File: src/rtl/led_pwm_pkg.sv
// led_pwm_pkg: mode encoding and register map shared by the LED PWM controller
package led_pwm_pkg;
    typedef enum logic [1:0] {
        MODE_OFF   = 2'b00,
        MODE_ON    = 2'b01,
        MODE_PWM   = 2'b10,
        MODE_BLINK = 2'b11
    } mode_e;

    localparam int REG_CTRL     = 0;
    localparam int REG_PRESCALE = 1;
    localparam int REG_BLINK    = 2;
    localparam int REG_STATUS   = 3;
    localparam int REG_CH_BASE  = 4;

    // CH_CFG packs duty in the low bits with the 2-bit mode directly above it
    localparam int CH_DUTY_LSB  = 0;
    localparam int CH_MODE_BITS = 2;
endpackage

File: src/rtl/led_pwm_control_if.sv
// led_pwm_control_if: CPU register bus between a bus master and the LED controller
interface led_pwm_control_if #(
    parameter int address_width = 15,
    parameter int data_width    = 16
);
    logic [address_width-1:0] address_i;
    logic [data_width-1:0]    data_i;
    logic [data_width-1:0]    data_o;
    logic                     rd_wr_i;

    modport master(output address_i, data_i, rd_wr_i, input data_o);
    modport slave(input address_i, data_i, rd_wr_i, output data_o);
endinterface

File: src/rtl/led_pwm_channel.sv
// led_pwm_channel: one LED output, selecting off/on/dim/blink from the shared counters
module led_pwm_channel
    import led_pwm_pkg::*;
#(
    parameter int PwmWidth = 8
) (
    input  logic                clk_i,
    input  logic                reset_n_i,
    input  logic                enable,
    input  logic                blink_phase,
    input  mode_e               mode,
    input  logic [PwmWidth-1:0] duty,
    input  logic [PwmWidth-1:0] pwm_cnt,
    output logic                led
);
    logic lit;
    logic led_d;

    assign lit   = pwm_cnt < duty;
    assign led_d = !enable ? 1'b0 :
                   mode == MODE_ON    ? 1'b1 :
                   mode == MODE_PWM   ? lit :
                   mode == MODE_BLINK ? blink_phase & lit : 1'b0;

    always_ff @(posedge clk_i or negedge reset_n_i)
        if (!reset_n_i) led <= 1'b0;
        else led <= led_d;
endmodule

File: src/rtl/led_pwm_control.sv
// led_pwm_control: multi-channel LED controller with shared prescaler, PWM counter and blink timer
module led_pwm_control
    import led_pwm_pkg::*;
#(
    parameter int BaseAddress   = 0,
    parameter int address_width = 15,
    parameter int data_width    = 16,
    parameter int NumLeds       = 4,
    parameter int PwmWidth      = 8,
    parameter int PrescaleWidth = 16
) (
    input  logic               clk_i,
    input  logic               reset_n_i,
    led_pwm_control_if.slave   bus,
    output logic [NumLeds-1:0] led_o
);
    localparam int CfgWidth = PwmWidth + CH_MODE_BITS;

    logic                     enable;
    logic [PrescaleWidth-1:0] prescale;
    logic [PrescaleWidth-1:0] presc_cnt;
    logic [PwmWidth-1:0]      blink;
    logic [PwmWidth-1:0]      blink_cnt;
    logic [PwmWidth-1:0]      pwm_cnt;
    logic                     blink_phase;
    logic [CfgWidth-1:0]      cfg [NumLeds];
    logic [address_width-1:0] off;
    logic [data_width-1:0]    rdata;
    logic                     tick;
    logic                     pwm_wrap;

    assign off      = bus.address_i - address_width'(BaseAddress);
    assign tick     = enable && presc_cnt == prescale;
    assign pwm_wrap = tick && &pwm_cnt;

    always_ff @(posedge clk_i or negedge reset_n_i) begin
        if (!reset_n_i) begin
            enable   <= 1'b0;
            prescale <= '0;
            blink    <= '0;
            for (int n = 0; n < NumLeds; n++) cfg[n] <= '0;
        end else if (bus.rd_wr_i) begin
            if (off == address_width'(REG_CTRL)) enable <= bus.data_i[0];
            if (off == address_width'(REG_PRESCALE)) prescale <= bus.data_i[PrescaleWidth-1:0];
            if (off == address_width'(REG_BLINK)) blink <= bus.data_i[PwmWidth-1:0];
            for (int n = 0; n < NumLeds; n++)
                if (off == address_width'(REG_CH_BASE + n)) cfg[n] <= bus.data_i[CfgWidth-1:0];
        end
    end

    // a PRESCALE lowered below the running count lets the count roll over the full width
    always_ff @(posedge clk_i or negedge reset_n_i) begin
        if (!reset_n_i) begin
            presc_cnt   <= '0;
            pwm_cnt     <= '0;
            blink_cnt   <= '0;
            blink_phase <= 1'b0;
        end else if (!enable) begin
            presc_cnt   <= '0;
            pwm_cnt     <= '0;
            blink_cnt   <= '0;
            blink_phase <= 1'b0;
        end else begin
            presc_cnt <= tick ? '0 : presc_cnt + 1'b1;
            if (tick) pwm_cnt <= pwm_cnt + 1'b1;
            if (pwm_wrap) begin
                blink_cnt <= blink_cnt == blink ? '0 : blink_cnt + 1'b1;
                if (blink_cnt == blink) blink_phase <= ~blink_phase;
            end
        end
    end

    always_comb begin
        rdata = '0;
        if (!bus.rd_wr_i) begin
            rdata = off == address_width'(REG_CTRL)     ? data_width'(enable) :
                    off == address_width'(REG_PRESCALE) ? data_width'(prescale) :
                    off == address_width'(REG_BLINK)    ? data_width'(blink) :
                    off == address_width'(REG_STATUS)   ? data_width'(led_o) : '0;
            for (int n = 0; n < NumLeds; n++)
                if (off == address_width'(REG_CH_BASE + n)) rdata = data_width'(cfg[n]);
        end
    end

    assign bus.data_o = rdata;

    for (genvar c = 0; c < NumLeds; c++) begin : g_ch
        led_pwm_channel #(.PwmWidth(PwmWidth)) u_ch (
            .clk_i      (clk_i),
            .reset_n_i  (reset_n_i),
            .enable     (enable),
            .blink_phase(blink_phase),
            .mode       (mode_e'(cfg[c][CfgWidth-1:PwmWidth])),
            .duty       (cfg[c][CH_DUTY_LSB +: PwmWidth]),
            .pwm_cnt    (pwm_cnt),
            .led        (led_o[c])
        );
    end
endmodule

File: src/flat_wrapper.sv
// flat-port wrapper written by rule: the top's interface ports become plain ports
module led_pwm_control_flat import led_pwm_pkg::*;
#(
    parameter int BaseAddress   = 0,
    parameter int address_width = 15,
    parameter int data_width    = 16,
    parameter int NumLeds       = 4,
    parameter int PwmWidth      = 8,
    parameter int PrescaleWidth = 16
)
  (clk_i, reset_n_i, led_o, bus_address_i, bus_data_i, bus_rd_wr_i, bus_data_o);
  led_pwm_control_if #(.address_width(address_width), .data_width(data_width)) bus_i ();
  input  logic clk_i;
  input  logic reset_n_i;
  output logic [NumLeds-1:0] led_o;
  input wire logic [$bits(bus_i.address_i)-1:0] bus_address_i;
  input wire logic [$bits(bus_i.data_i)-1:0] bus_data_i;
  input wire logic [$bits(bus_i.rd_wr_i)-1:0] bus_rd_wr_i;
  output wire logic [$bits(bus_i.data_o)-1:0] bus_data_o;
  assign bus_i.address_i = bus_address_i;
  assign bus_i.data_i = bus_data_i;
  assign bus_i.rd_wr_i = bus_rd_wr_i;
  assign bus_data_o = bus_i.data_o;
  led_pwm_control #(.BaseAddress(BaseAddress), .address_width(address_width), .data_width(data_width), .NumLeds(NumLeds), .PwmWidth(PwmWidth), .PrescaleWidth(PrescaleWidth)) u_core (.clk_i(clk_i), .reset_n_i(reset_n_i), .bus(bus_i), .led_o(led_o));
endmodule
File: config.mk
export PLATFORM = sky130hd
export DESIGN_NAME = led_pwm_control_flat
export DESIGN_NICKNAME = d
export VERILOG_FILES = /design/src/rtl/led_pwm_pkg.sv /design/src/rtl/led_pwm_control_if.sv /design/src/rtl/led_pwm_channel.sv /design/src/rtl/led_pwm_control.sv /design/src/flat_wrapper.sv
export SDC_FILE = /design/constraint.sdc
export NUM_CORES = 1
export LEC_CHECK = 0
export CAP_MARGIN = 20
export CELL_PAD_IN_SITES_DETAIL_PLACEMENT = 0
export CELL_PAD_IN_SITES_GLOBAL_PLACEMENT = 1
export CORE_MARGIN = 10
export CORE_UTILIZATION = 51
export DETAILED_ROUTE_END_ITERATION = 8
export DONT_BUFFER_PORTS = 1
export GPL_TIMING_DRIVEN = 0
export MAX_ROUTING_LAYER = met4
export PLACE_DENSITY = 0.91
export SLEW_MARGIN = 25
export SYNTH_ARGS = -nofsm -noshare
export SYNTH_HDL_FRONTEND = slang
export SYNTH_SLANG_ARGS = --single-unit
File: constraint.sdc
create_clock -name clk_i -period 2.7 [get_ports clk_i]
set_input_delay 0.54 -clock clk_i [delete_from_list [all_inputs] [get_ports clk_i]]
set_output_delay 0.54 -clock clk_i [all_outputs]
set_load 0.03 [all_outputs]
# --- Word-level counts from Yosys, hierarchy flattened ---
# Cells that the tools add are included.
totals:
  register_bits: 102
  wordCells: 98
  output_inout_bits: 20
  inputBits: 34
classes:
  n_mux: 35
  n_reduce_logical: 12
  eq_ne: 24
  n_bitwise: 5
  n_addsub: 3
  magnitude_cmp: 4
op_table:
  columns: ["cell", "count"]
  rows:
  - ["2-to-1 mux 16 bit", 10]
  - ["== test 15 x 3 -> 1 bit (second input constant)", 4]
  - ["2-to-1 mux 8 bit", 5]
  - ["less-than comparator 8 bit", 4]
  - ["== test 15 x 2 -> 1 bit (second input constant)", 2]
  - ["2-to-1 mux 1 bit", 19]
  - ["adder 16 x 1 -> 16 bit (second input constant)", 1]
  - ["adder 8 x 1 -> 8 bit (second input constant)", 2]
  - ["== test 16 bit", 1]
  - ["== test 2 bit (second input constant)", 8]
  - ["AND reduction 2 bit", 8]
  - ["== test 15 x 1 -> 1 bit (second input constant)", 1]
  - ["zero test 15 bit", 1]
  - ["== test 2 x 1 -> 1 bit (second input constant)", 4]
  - ["== test 8 bit", 1]
  - ["AND reduction 8 bit", 1]
  - ["inequality test 2 bit (second input constant)", 3]
  - ["AND 1 bit", 4]
  - ["2-to-1 mux 4 bit", 1]
  - ["logical AND 1 bit", 2]
  - ["inverter 1 bit", 1]

# --- Logic depth before layout (Yosys ltp) ---
# Gate-level depths: netlist of run 1.
logic_depth:
  depth_word: 10
  ltp_mapped: 7
  ltp_nobuf: 6

# --- Modules after synthesis ---
# Synthesis of run 1 repeated with hierarchy kept, for this count alone.
unflattened:
  cells_unflattened: 602
  hier_area_um2: 6165.9
by_module_without_submodules:
  columns: ["mod", "cells_per_inst", "instances", "seq_area_each_um2", "area_each_um2"]
  rows:
  - ["led_pwm_control", 486, 1, 2452.4, 5195.0]
  - ["led_pwm_channel", 29, 4, 25.0, 242.7]

# --- Least setup slack after synthesis of run 1 ---
# Ideal clock, no wire load.
synth_path:
  kind: "input port to output port"
  start: "input port bus_address_i[10]"
  end: "output port bus_data_o[6]"
  path_buffers: 1
  cell_stages: 6
  required_time_ps: 2160
  setup_slack_ps: -170
  arrival_time_ps: 2330
  path_cell_list: "nor4_4 nand4_1 clkbuf_1 nor3_1 o21ai_1 a221oi_1"
synth_between:
  elab_chain_cells: 9
  word_cells_on_any_way: 15
synth_lines:
  columns: ["item", "line", "rtl"]
  rows:
  - ["start, declared", "flat_wrapper.sv:16", "input wire logic [$bits(bus_i.address_i)-1:0] bus_address_i;"]
  - ["== test 15 x 2 -> 1 bit", "led_pwm_control.sv:78", "off == address_width'(REG_BLINK) ? data_width'(blink) :"]
  - ["2-to-1 mux 16 bit", "led_pwm_control.sv:78", null]
  - ["2-to-1 mux 16 bit", "led_pwm_control.sv:77", "off == address_width'(REG_PRESCALE) ? data_width'(prescale) :"]
  - ["2-to-1 mux 16 bit", "led_pwm_control.sv:76", "rdata = off == address_width'(REG_CTRL) ? data_width'(enable) :"]
  - ["2-to-1 mux 16 bit (3 in a row)", "led_pwm_control.sv:81", "if (off == address_width'(REG_CH_BASE + n)) rdata = data_width'(cfg[n]);"]
  - ["2-to-1 mux 16 bit (*)", "led_pwm_control.sv:81", null]
  - ["2-to-1 mux 16 bit (*)", "led_pwm_control.sv:75", "if (!bus.rd_wr_i) begin"]
  - ["end, declared", "flat_wrapper.sv:19", "output wire logic [$bits(bus_i.data_o)-1:0] bus_data_o;"]
# Mark *: on every way between the ends. The rest lies on a longest branch, timed or not.

# --- Final worst setup path of run 1 ---
layout_path:
  start: "input port bus_address_i[5]"
  end: "output port bus_data_o[2]"
layout_between:
  elab_chain_cells: 10
  word_cells_on_any_way: 17
layout_lines:
  columns: ["item", "line", "rtl"]
  rows:
  - ["== test 15 x 2 -> 1 bit", "led_pwm_control.sv:79", "off == address_width'(REG_STATUS) ? data_width'(led_o) : '0;"]
  - ["2-to-1 mux 4 bit", "led_pwm_control.sv:79", null]
  - ["2-to-1 mux 16 bit", "led_pwm_control.sv:78", null]
  - ["2-to-1 mux 16 bit", "led_pwm_control.sv:77", null]
  - ["2-to-1 mux 16 bit", "led_pwm_control.sv:76", null]
  - ["2-to-1 mux 16 bit (3 in a row)", "led_pwm_control.sv:81", null]
  - ["2-to-1 mux 16 bit (*)", "led_pwm_control.sv:81", null]
  - ["2-to-1 mux 16 bit (*)", "led_pwm_control.sv:75", null]
# Marked as above.

==> results of run 1 <==
[cells in the mapped netlist, drive strengths merged, types with 13 or more instances]
master,n,area [µm²]
nand2,34,130.1
o21ai,20,100.1
xor2,30,262.8
inv,42,157.7
a21oi,29,145.1
dfrtp,102,2552
buf,15,83.83
nor3,13,65.06
nor2,38,150.2
mux2,57,641.9
ha,31,387.9
[kinds of logic (layout without fill, tap and decap cells)]
kind of cell             count (synthesis)  in the layout  synth area share (%)
AO/OA/AOI/OAI                          114            114                 12.83
XOR/XNOR                                39             39                 5.659
adder cells (fa/ha/maj)                 31             31                 6.426
buffers and inverters                   67             87                 4.623
flip-flops                             102            102                 42.29
multiplexers                            70             70                 13.20
AND/OR/NAND/NOR                        156            156                 14.97
[timing repair]
action                     in CTS  in global routing
pin swaps                       1                  7
gates resized for setup        19                 12
setup buffers                   0                  4
hold endpoints to repair      102                102
setup endpoints to repair      16                  9
[metrics by stage]
step / power (µW) / setup TNS [ns] / instance area [µm²] / hold WS (ns) / instances
floorplan: 1605 / 0 / 6042 / 0.2444 / 579
global placement: 1619 / -2.582 / 6221 / 0.2518 / 722
detailed placement: 1620 / -3.176 / 6221 / 0.2523 / 722
CTS: 3056 / 0 / 6630 / -0.1208 / 738
global route: 3121 / -0.01364 / 6706 / -0.1317 / 742
finish: 3032 / 0 / 6706 / -0.1154 / 742
[worst register-to-register path, stage by stage (launching register included)]
cell and delay (ns):
dfrtp_1 0.43, xor2_1 0.16, nor4_1 0.38, nand4_1 0.21, buf_2 0.24, nand2_1 0.22, clkbuf_1 0.39, nor2_1 0.10
[state kept, by name, summed over array words and instances (netlist names)]
signal and cells:
u_core.cfg 40, u_core.presc_cnt 16, u_core.blink 8, u_core.enable 1, u_core.prescale 16, u_core.blink_cnt 8
u_core.g_ch.u_ch.led 4, u_core.blink_phase 1, u_core.pwm_cnt 8
[per-layer routing]
metal / routed length [µm] / part of all wire (%)
met5: 0 / 0
met3: 790 / 5.0
met2: 7630 / 49
met1: 6837 / 44
met4: 439 / 2.8
[final timing paths]
path                                         to  slack [ns]  cells after the start
max                               bus_data_o[2]        0.04                      6
min                         u_core.blink_cnt[2]       -0.12                      0
max reg2reg                u_core.presc_cnt[13]        0.45                      7
min reg2reg                      u_core.cfg[37]        0.50                      1
max in group asynchronous         u_core.cfg[6]        2.68                      0
min in group clk_i               u_core.cfg[23]        0.31                      2
[area by class of cell]
| class | count | share of cell area [%] |
|---|---|---|
| Multi-Input combinational cell | 410 | 49.51 |
| Sequential cell | 102 | 38.06 |
| Clock buffer | 11 | 3.769 |
| Tap cell | 143 | 2.668 |
| Inverter | 42 | 2.351 |
| Buffer | 25 | 2.015 |
| Clock inverter | 5 | 1.175 |
| Timing Repair Buffer | 4 | 0.4478 |
[power groups by stage]
stage	Sequential [µW]	Clock, µW	Combinational, µW
after floorplan	1560	0	47.2
after global placement	1560	0	61.2
after detailed placement	1560	0	61.9
after CTS	1530	1460	65.3
after global routing	1530	1520	73.1
final	1530	1430	68.4
==> reports/summary.txt, run 1 <==
Reg power frac - 50.4%
Max Root-Sink Buffers - 2
WS Path Type - in2out
Max VDD drop - 0.0004183 V
Cell count after synthesis - 579
Max-Cap Viols - 0
Final worst slack - 0.04197 ns
Failing checks - hold timing
Root buf cell - clkbuf_16
Later-pin clock latency in the skew report - 0.35 ns
Headroom to the max-slew limit - 52.78%
H-tree depth - 3
Nets@finish - 659
Tightest Pin Transition - 0.7083 ns
Min Hold Slack - -0.1154 ns
Worst-path clk slew - 0.07 ns
Buf/Inv on CP - 1
Comb power frac - 2.3%
FP Rows - 39
Sequential-to-total area share from yosys stat - 42.29%
Post-Place Setup Slack - -0.3400 ns
DRT iter0 DRCs - 511
Arrival time worst endpoint - 2.12 ns
Fin crit period - 2.658 ns
Register cell area after layout - 2552 µm²
Mapped cell area - 6036 µm²
Hold Crit Class - in2async
FILL cells - 1,001
Dpl hpwl - 11,620 µm
IO Count - 54
Psw - 619.1 µW
GRT Total Usage - 19.86%
Most frequent cells in the layout - dfrtp_1 (102), mux2_1 (45), inv_1 (42)
Worst Path Max Fanout - 10
Synth Flop Type - dfrtp_1
Met1 Track Usage GR - 24.68%
CP peak stage delay - 0.37 ns
Drc violations - 0
Crit. End Element - output pin
CP required - 2.16 ns
Final Hold Fails - 102
Die area - 16,590 µm²
Worst R2R Start - u_core.presc_cnt[13]
1st-pass router iterations - 5
Core area - 11,520 µm²
Most common cell after layout, fill and taps aside - dfrtp_1
Antenna Cells - 0
Die X - 128.8 µm
Vias in the first global route - 4,636
I/O Buffers - 0
EDFF count, synth - 0
Syn_nets - 644
Status - finished with violations
Initial core utilization - 52.41%
Met2 GRT Util - 31.61%
Multi-input logic area - 3321 µm²
Crit path cell chain - nor4_4, and4_2, buf_4, nand2_1, o22ai_2, a22o_2
Worst setup path start - bus_address_i[5]
Syn_area_per_cell - 10.42 µm²
Crit path max-delay family - simple AND/OR/NAND/NOR gates
Height of the die - 128.8 µm
Vias per cell - 6.144
CP startpoint kind - primary input
Antenna viol nets, final - 0
CTS tree - done
Yosys Warn Count - 0
P&R area growth vs syn - 11.11%
Clock skew - 0.005978 ns
Sw frac - 20.42%
Endpoints failing setup - 0
Met3 Use GR - 4.025%
Slowest CP cell - nor4_4
CTS sink cnt - 102
Asr flop ratio synth - 100.0%
Remaining Overflow, GRT - 0
Detailed Route WL - 15,700 µm
Vias - 4,559
Initial antenna violation count - 0
Global-route wire length before repair - 25,260 µm
Clock Power Share - 47.3%
Post-layout util - 58.24%
Leakage - 0.003173 µW
Power density cells - 452.1 nW/µm²
CTS buffer count - 9
Pins Over Slew Limit - 0
RSZ-0062 raised after global routing - yes
DR WL/cell - 21.16 µm
RD Place Congestion - 0.9114
Busiest grt layer - met2
Pin count of the biggest net entering global routing - 103
Fin crit share - 98.45%
Fmax - 376.2 MHz
Internal power - 2413 µW
FF+latch count, synth - 102
Unique masters post-synth - 54
Layout cell share with drive strength beyond 1 - 14.19%
(Power assumes the default switching activity.)
==> run 2, diff against run 1 <==
Settings changed: HOLD_SLACK_MARGIN from default to 0.1.
==> results of run 2 <==
Same layout as run 1: the final DEF is identical, and so are final timing and power.
